$ cat config.mk
export PLATFORM = sky130hd
export DESIGN_NAME = bus_sequencer
export DESIGN_NICKNAME = d
export VERILOG_FILES = /design/src/rtl/bus_sequencer_pkg.sv /design/src/rtl/bus_sequencer_ack_timer.sv /design/src/rtl/bus_sequencer.sv
export SDC_FILE = /design/constraint.sdc
export NUM_CORES = 1
export LEC_CHECK = 0
export ABC_AREA = 1
export CORE_UTILIZATION = 30
export CTS_BUF_LIST = sky130_fd_sc_hd__clkbuf_8
export CTS_CLUSTER_SIZE = 28
export DETAILED_ROUTE_END_ITERATION = 16
export GPL_ROUTABILITY_DRIVEN = 0
export SYNTH_ARGS = -nofsm -noshare
export SYNTH_HDL_FRONTEND = slang
export SYNTH_SLANG_ARGS = --single-unit
$ cat constraint.sdc
create_clock -name clk -period 3.3 [get_ports clk]
set_input_delay 0.66 -clock clk [delete_from_list [all_inputs] [get_ports clk]]
set_output_delay 0.66 -clock clk [all_outputs]
set_load 0.1 [all_outputs]
$ cat src/rtl/bus_sequencer_pkg.sv
// Shared constants for the bus sequencer: state codes, unit indices, IR field
// positions and the decode rule that classifies an instruction.
package bus_sequencer_pkg;

   localparam logic [2:0] SEQ_IDLE   = 3'd0;
   localparam logic [2:0] SEQ_FETCH  = 3'd1;
   localparam logic [2:0] SEQ_DECODE = 3'd2;
   localparam logic [2:0] SEQ_EXEC   = 3'd3;
   localparam logic [2:0] SEQ_HALT   = 3'd4;
   localparam logic [2:0] SEQ_FAULT  = 3'd5;

   localparam int INDEX_EN_IR    = 1;
   localparam int INDEX_EN_FETCH = 12;
   localparam int INDEX_EN_SKIN0 = 13;
   localparam int INDEX_EN_SKIN1 = 14;
   localparam int INDEX_EN_BAD   = 15;

   localparam int DST_FIRST = 1;
   localparam int DST_LAST  = 6;

   localparam int SRC_MSB = 7;
   localparam int SRC_LSB = 4;
   localparam int DST_MSB = 3;
   localparam int DST_LSB = 0;

   localparam logic [7:0] HALT_INSTR = 8'h00;

   function automatic logic is_skin_src(input logic [3:0] src);
      return (src == 4'(INDEX_EN_SKIN0)) || (src == 4'(INDEX_EN_SKIN1));
   endfunction

   // Where DECODE goes next; the HALT encoding is checked before the legality rules.
   function automatic logic [2:0] decode_target(input logic [3:0] src, input logic [3:0] dst);
      logic [2:0] target;
      if ({src, dst} == HALT_INSTR)
         target = SEQ_HALT;
      else if (dst < 4'(DST_FIRST) || dst > 4'(DST_LAST))
         target = SEQ_FAULT;
      else if (src == 4'd0 || src == 4'(INDEX_EN_FETCH) || src == 4'(INDEX_EN_BAD))
         target = SEQ_FAULT;
      else if (src == dst)
         target = SEQ_FAULT;
      else
         target = SEQ_EXEC;
      return target;
   endfunction

endpackage

$ cat src/rtl/bus_sequencer_ack_timer.sv
// Counts cycles spent waiting for a skin-memory ack and flags the last
// permitted wait cycle so the sequencer can fault if no ack arrives in it.
module bus_sequencer_ack_timer #(
   parameter int TIMEOUT_W = 4
) (
   input  logic clk,
   input  logic rst,
   input  logic clear,
   input  logic enable,
   output logic terminal
);

   // Count holds cycles already waited, so terminal marks wait cycle number 2**W-1.
   localparam logic [TIMEOUT_W-1:0] LAST_WAIT = {{(TIMEOUT_W-1){1'b1}}, 1'b0};

   logic [TIMEOUT_W-1:0] count;

   always_ff @(posedge clk or posedge rst) begin
      if (rst)
         count <= '0;
      else if (clear)
         count <= '0;
      else if (enable && count != '1)
         count <= count + 1'b1;
   end

   assign terminal = (count == LAST_WAIT);

endmodule

$ cat src/rtl/bus_sequencer.sv
// Fetch/execute controller: sequences skin-memory fetches and one-word
// register-file moves by driving one-hot unit load/drive enables.
module bus_sequencer
   import bus_sequencer_pkg::*;
#(
   parameter int TIMEOUT_W = 4,
   parameter int IR_W      = 8
) (
   input  logic            clk,
   input  logic            rst,
   input  logic            i_start,
   input  logic [IR_W-1:0] i_instruction,
   input  logic            i_skin_ack,
   output logic            o_skin_req,
   output logic [15:0]     o_unit_ien,
   output logic [15:0]     o_unit_oen,
   output logic            o_busy,
   output logic            o_halt,
   output logic            o_fault
);

   logic [2:0] state;
   logic [2:0] next_state;
   logic [3:0] ir_src;
   logic [3:0] ir_dst;
   logic [3:0] exec_src;
   logic [3:0] exec_dst;
   logic       skin_exec;
   logic       waiting;
   logic       timeout;

   assign ir_src    = i_instruction[SRC_MSB:SRC_LSB];
   assign ir_dst    = i_instruction[DST_MSB:DST_LSB];
   assign skin_exec = (state == SEQ_EXEC) && is_skin_src(exec_src);
   assign waiting   = (state == SEQ_FETCH) || skin_exec;

   bus_sequencer_ack_timer #(.TIMEOUT_W(TIMEOUT_W)) u_ack_timer (
      .clk      (clk),
      .rst      (rst),
      .clear    (!waiting || i_skin_ack),
      .enable   (waiting && !i_skin_ack),
      .terminal (timeout)
   );

   // Operands are captured in DECODE so EXEC does not depend on IR staying put.
   always_ff @(posedge clk or posedge rst) begin
      if (rst) begin
         state    <= SEQ_IDLE;
         exec_src <= '0;
         exec_dst <= '0;
      end else begin
         state <= next_state;
         if (state == SEQ_DECODE) begin
            exec_src <= ir_src;
            exec_dst <= ir_dst;
         end
      end
   end

   always_comb begin
      next_state = state;
      case (state)
         SEQ_IDLE, SEQ_HALT, SEQ_FAULT:
            if (i_start) next_state = SEQ_FETCH;
         SEQ_FETCH:
            if (i_skin_ack)   next_state = SEQ_DECODE;
            else if (timeout) next_state = SEQ_FAULT;
         SEQ_DECODE:
            next_state = decode_target(ir_src, ir_dst);
         SEQ_EXEC:
            if (!skin_exec || i_skin_ack) next_state = SEQ_FETCH;
            else if (timeout)             next_state = SEQ_FAULT;
         default:
            next_state = SEQ_IDLE;
      endcase
   end

   // A late ack on the terminal wait cycle still completes the transfer.
   always_comb begin
      o_skin_req = 1'b0;
      o_unit_ien = '0;
      o_unit_oen = '0;
      case (state)
         SEQ_FETCH: begin
            o_skin_req = 1'b1;
            if (i_skin_ack) begin
               o_unit_oen[INDEX_EN_FETCH] = 1'b1;
               o_unit_ien[INDEX_EN_IR]    = 1'b1;
            end
         end
         SEQ_EXEC: begin
            o_skin_req = skin_exec;
            if (!skin_exec || i_skin_ack) begin
               o_unit_oen[exec_src] = 1'b1;
               o_unit_ien[exec_dst] = 1'b1;
            end
         end
         default: ;
      endcase
   end

   assign o_busy  = (state == SEQ_FETCH) || (state == SEQ_DECODE) || (state == SEQ_EXEC);
   assign o_halt  = (state == SEQ_HALT);
   assign o_fault = (state == SEQ_FAULT);

endmodule
======== After elaboration in Yosys (flattened, before gate mapping) ========
Cells that the tools add are included.
word-level totals
  flip-flop bits (word level) ............. 15
  bits in latches ......................... 0
  bits in writable memories ............... 0
  memory bits (read-only) ................. 0
  output and inout port bits .............. 36
  logic and storage cells ................. 71
  memories ................................ 0
operators by class
  $add $sub $neg .......................... 1
  multiply operators ...................... 0
  divide/modulo/power cells ............... 0
  order comparisons ....................... 6
  equality and inequality tests ........... 13
  shift-type cells ........................ 0
  multiplexer cells ....................... 25
  bitwise operators ....................... 0
  reduce and logical (&&, ||, !) cells .... 22
operator list
  kind                                                                                  count
  16-bit 2-to-1 mux                                                                     2
  3-bit 2-to-1 mux                                                                      9
  4-bit equality test (second input constant)                                           5
  14-bit 2-to-1 mux                                                                     1
  12-bit 2-to-1 mux                                                                     1
  3-bit one-hot mux with 4 select lines                                                 1
  4-bit by 5-bit < comparator with 1-bit output (second input constant)                 2
  1-bit logical OR                                                                      9
  1-bit demux with 4-bit select                                                         2
  4-bit by 1-bit greater-or-equal comparator with 1-bit output (second input constant)  2
  8-bit logical NOT                                                                     1
  4-bit 2-to-1 mux                                                                      2
  3-bit by 2-bit equality test with 1-bit output (second input constant)                2
  3-bit equality test (second input constant)                                           2
  1-bit one-hot mux with 2 select lines                                                 3
  1-bit logical AND                                                                     5
  4-bit by 1-bit adder with 4-bit output (second input constant)                        1
  4-bit equality test                                                                   1
  4-bit by 3-bit > comparator with 1-bit output (second input constant)                 1
  4-bit logical NOT                                                                     1
  4-bit by 1-bit < comparator with 1-bit output (second input constant)                 1
  1-bit 2-to-1 mux                                                                      4
  4-bit inequality test (second input constant)                                         1
  3-bit by 1-bit equality test with 1-bit output (second input constant)                1
  5 further kinds                                                                       7

======== Longest topological paths before layout ========
  depth after elaboration ................. 8
  gate-level depth with buffers ........... 8
  gate-level depth less buffers ........... 8

======== Modules after synthesis ========
Synthesis repeated with hierarchy kept, for this count alone.
second synthesis, totals
  cell total of the unflattened synthesis .. 225
  area total of the unflattened synthesis .. 1,321.3 um^2
by module, submodules not included
  module                   instances  cells each  area an instance (um^2)  seq. area each (um^2)
  bus_sequencer            1          193         1,076.0                  275.3
  bus_sequencer_ack_timer  1          32          245.2                    100.1

======== Worst setup path before layout ========
No wires, ideal clock.
  path type ............................... input to output
  start ................................... in i_skin_ack
  end ..................................... out o_unit_ien[15]
  data arrival time ....................... 2.951 ns
  data required time ...................... 2.640 ns
  setup slack ............................. -0.311 ns
  cell stages on the path ................. 4
  buffers on the path ..................... 0
  path through ............................ inv_1 -> nand4_4 -> nand2_4 -> nor3_1
between the ends
  cells in the longest elaborated chain, start to end .. 3
ends and longest elaborated chain
  element             line                 source
  start: declaration  bus_sequencer.sv:13  input logic i_skin_ack,
  1-bit logical OR    bus_sequencer.sv:93  if (!skin_exec || i_skin_ack) begin
  16-bit 2-to-1 mux   bus_sequencer.sv:93
  14-bit 2-to-1 mux   bus_sequencer.sv:83  case (state)
  end: declaration    bus_sequencer.sv:15  output logic [15:0] o_unit_ien,
No other way between the ends.

======== Worst setup path in the final report ========
  start ................................... in i_skin_ack
  end ..................................... out o_unit_oen[8]
between the ends
  cells in the longest elaborated chain, start to end .. 3
ends and longest elaborated chain
  element            line                 source
  1-bit logical OR   bus_sequencer.sv:93
  16-bit 2-to-1 mux  bus_sequencer.sv:93
  12-bit 2-to-1 mux  bus_sequencer.sv:83
  end: declaration   bus_sequencer.sv:16  output logic [15:0] o_unit_oen,
No other way between the ends.

==> impl_metrics.yaml <==
status:
  outcome: "completed"
floorplanning:
  num_rows: 23
  core_area_um2: 4030
  die_y_um: 67.0
  die_x_um: 67.0
  start_util: 0.314
  die_area_um2: 4480
  io_pins: 48
route:
  drt_pass1_iterations: 4
  vias_per_cell: 4.43
  wl_mm: 2.98
  ant_nets: 0
  wl_per_cell_um: 9.84
  via_count: 1341
  remaining_drc_errors: 0
  drtIter0Drc: 33
finish:
  drive_gt1_frac: 0.221
  area_delta_synth_final_pct: 62.1
  mostFrequentLayoutCell: "nand2_1"
  fin_util: 0.509
  layout_common_cells: "nand2_1, inv_1, nor2_1"
  post-route-cell-area_um2: 2050
  final_nets: 268
  diodes: 0
synth:
  synth_top_family_by_area: "simple AND/OR/NAND/NOR gates"
  synth-xor-area-share: 0.0208
  syn_area_um2: 1270
  ys_types: 24
  synth_cells: 203
  muxShareOfSynthArea: 0
  synth_compound_area_frac: 0.0652
  syn_area_per_cell_um2: 6.24
  synth_warnings: 0
  synth_seq_area_share: 0.296
  syn-num-nets: 217
  synthAdderAreaFrac: 0.0198
  synth-simple-area-share: 0.461
  ys_ff_latch: 15
cts:
  clock_path_buffers: 2
  ctsHoldBuffers: 0
  cts_tree: "yes"
  cts_resized: 0
  clk_latency_ns: 0.24
  clock_sinks: 15
  cts_buffers: 3
  post_cts_buffers: 0
  clockRootBuffer: "clkbuf_8"
  clk_pin_slew_ns: 0.06
  htreeDepth: 1
grt:
  grt.overflow.total: 0
  gr-usage-all-layers: 0.149
  grt_max_degree: 19
  antenna_found_initial: 0
  grt_pass1_vias: 1154
  grt_pass1_wl_mm: 5.17
critical_path:
  worstPathArrival_ns: 2.04
  path_class: "primary input to primary output"
  crit_path_start_kind: "primary input"
  worstPathRequired_ns: 2.64
  critPathMaxFanout: 6
  r2r_setup_slack_ns: 1.93
  crit_path_end_kind: "primary output"
  crit_path_start: "i_skin_ack"
  rr_startpoint: "state[1]"
power_and_ir_drop:
  leakage_nw: 1.09
  irDropWorstVdd_mv: 0.617
  cellPowerDensity_nw_per_um2: 787
sta:
  worst_pin_slew_ns: 0.550
  finalMaxSlewViolations: 0
  fmax_ghz: 0.370
  hold_viol_final: 0
  slew_headroom: 0.633
  rsz0062_at_grt: "false"
  fin_crit_ns: 2.70
  finalSetupViolCount: 0
  fin_skew_ns: 0.00184
  finalCritPeriodShare: 0.819
placed_design:
  dp_hpwl_mm: 2.61
  post_dp_cell_area_um2: 2010
  io_buffer_count: 47
min_path:
  min_from: "exec_dst[3]"
  hp-class: "register to register"
flow_run:
  drv_cap: 0
## worst paths after layout
check	depth (start not counted)	to
max	8	o_unit_oen[8]
min	1	exec_dst[3]
max reg2reg	4	exec_dst[3]
min reg2reg	1	exec_dst[3]
max in group asynchronous	2	exec_src[0]
min in group asynchronous	2	u_ack_timer.count[0]
## critical path, stage by stage
cell and delay [ns]:
clkdlybuf4s50_1 0.51, inv_1 0.10, nand4_4 0.13, nand2_4 0.09
inv_2 0.09, nand2_2 0.06, nor2_1 0.19, buf_12 0.21
## cell usage after synthesis
master	n	area, um^2
nor2_1	27	101
nor2_8	1	20.0
nand4_1	3	18.8
nand2_4	2	22.5
nor2_2	3	18.8
nand3_2	1	10.0
nand2_2	3	18.8
nor3_4	1	16.3
nor3_1	10	50.1
o21a_1	1	7.51
or2_2	1	6.26
nand2_1	56	210
xnor2_1	1	8.76
ha_1	2	25.0
buf_4	1	7.51
xor2_1	2	17.5
o21bai_1	2	15.0
a21oi_1	3	15.0
dfrtp_1	15	375
nand3_1	14	70.1
inv_1	41	154
nand4_4	1	21.3
inv_2	3	11.3
o21ai_0	9	45.0
## per-stage QoR
step	total power (W)	std cells	setup WS (ns)	hold slack, ns	TNS, ns
final	0.00161	303	0.596	0.568	0
after global routing	0.00173	303	0.478	0.609	0
after CTS	0.00163	303	0.588	0.569	0
after detailed placement	0.00148	299	0.585	0.557	0
after global placement	0.00148	299	0.639	0.546	0
after floorplan	0.00120	203	-0.267	0.522	-1.90
## cell families after synthesis
family | Yosys count
xor gates and xnor gates | 3
adders and majority gates | 2
AOI/OAI and AO/OA | 15
DFF | 15
buffers and inverters | 45
and+or+nand+nor | 123
## power breakdown
part | internal, W | switching [W] | total [W]
logic | 0.000293 | 0.000840 | 0.00113
clock network | 0.0000820 | 0.0000567 | 0.000139
registers | 0.000260 | 0.0000822 | 0.000342
total | 0.000635 | 0.000979 | 0.00161
## flip-flops by register name, summed over array words and instances (netlist names)
name / cells
exec_dst: 4
state: 3
u_ack_timer.count: 4
exec_src: 4
## metal layers
metal / vias to the layer above / track usage / part of all wire
li1: 721 / - / -
met1: 583 / 0.214 / 0.52
met2: 35 / 0.231 / 0.43
met3: 2 / 0.0171 / 0.042
met4: 0 / 0.0399 / 0.0091
met5: - / 0 / 0
## final cells by class
class                   count  area (um^2)
fillers                   410         1980
multi-input cells         143          723
repair buffers             47          681
flip-flops and latches     15          375
inverters                  44          165
well taps                  50         62.6
clock buffers               3         41.3
clock inverters             1         3.75
(Power assumes the default switching activity.)
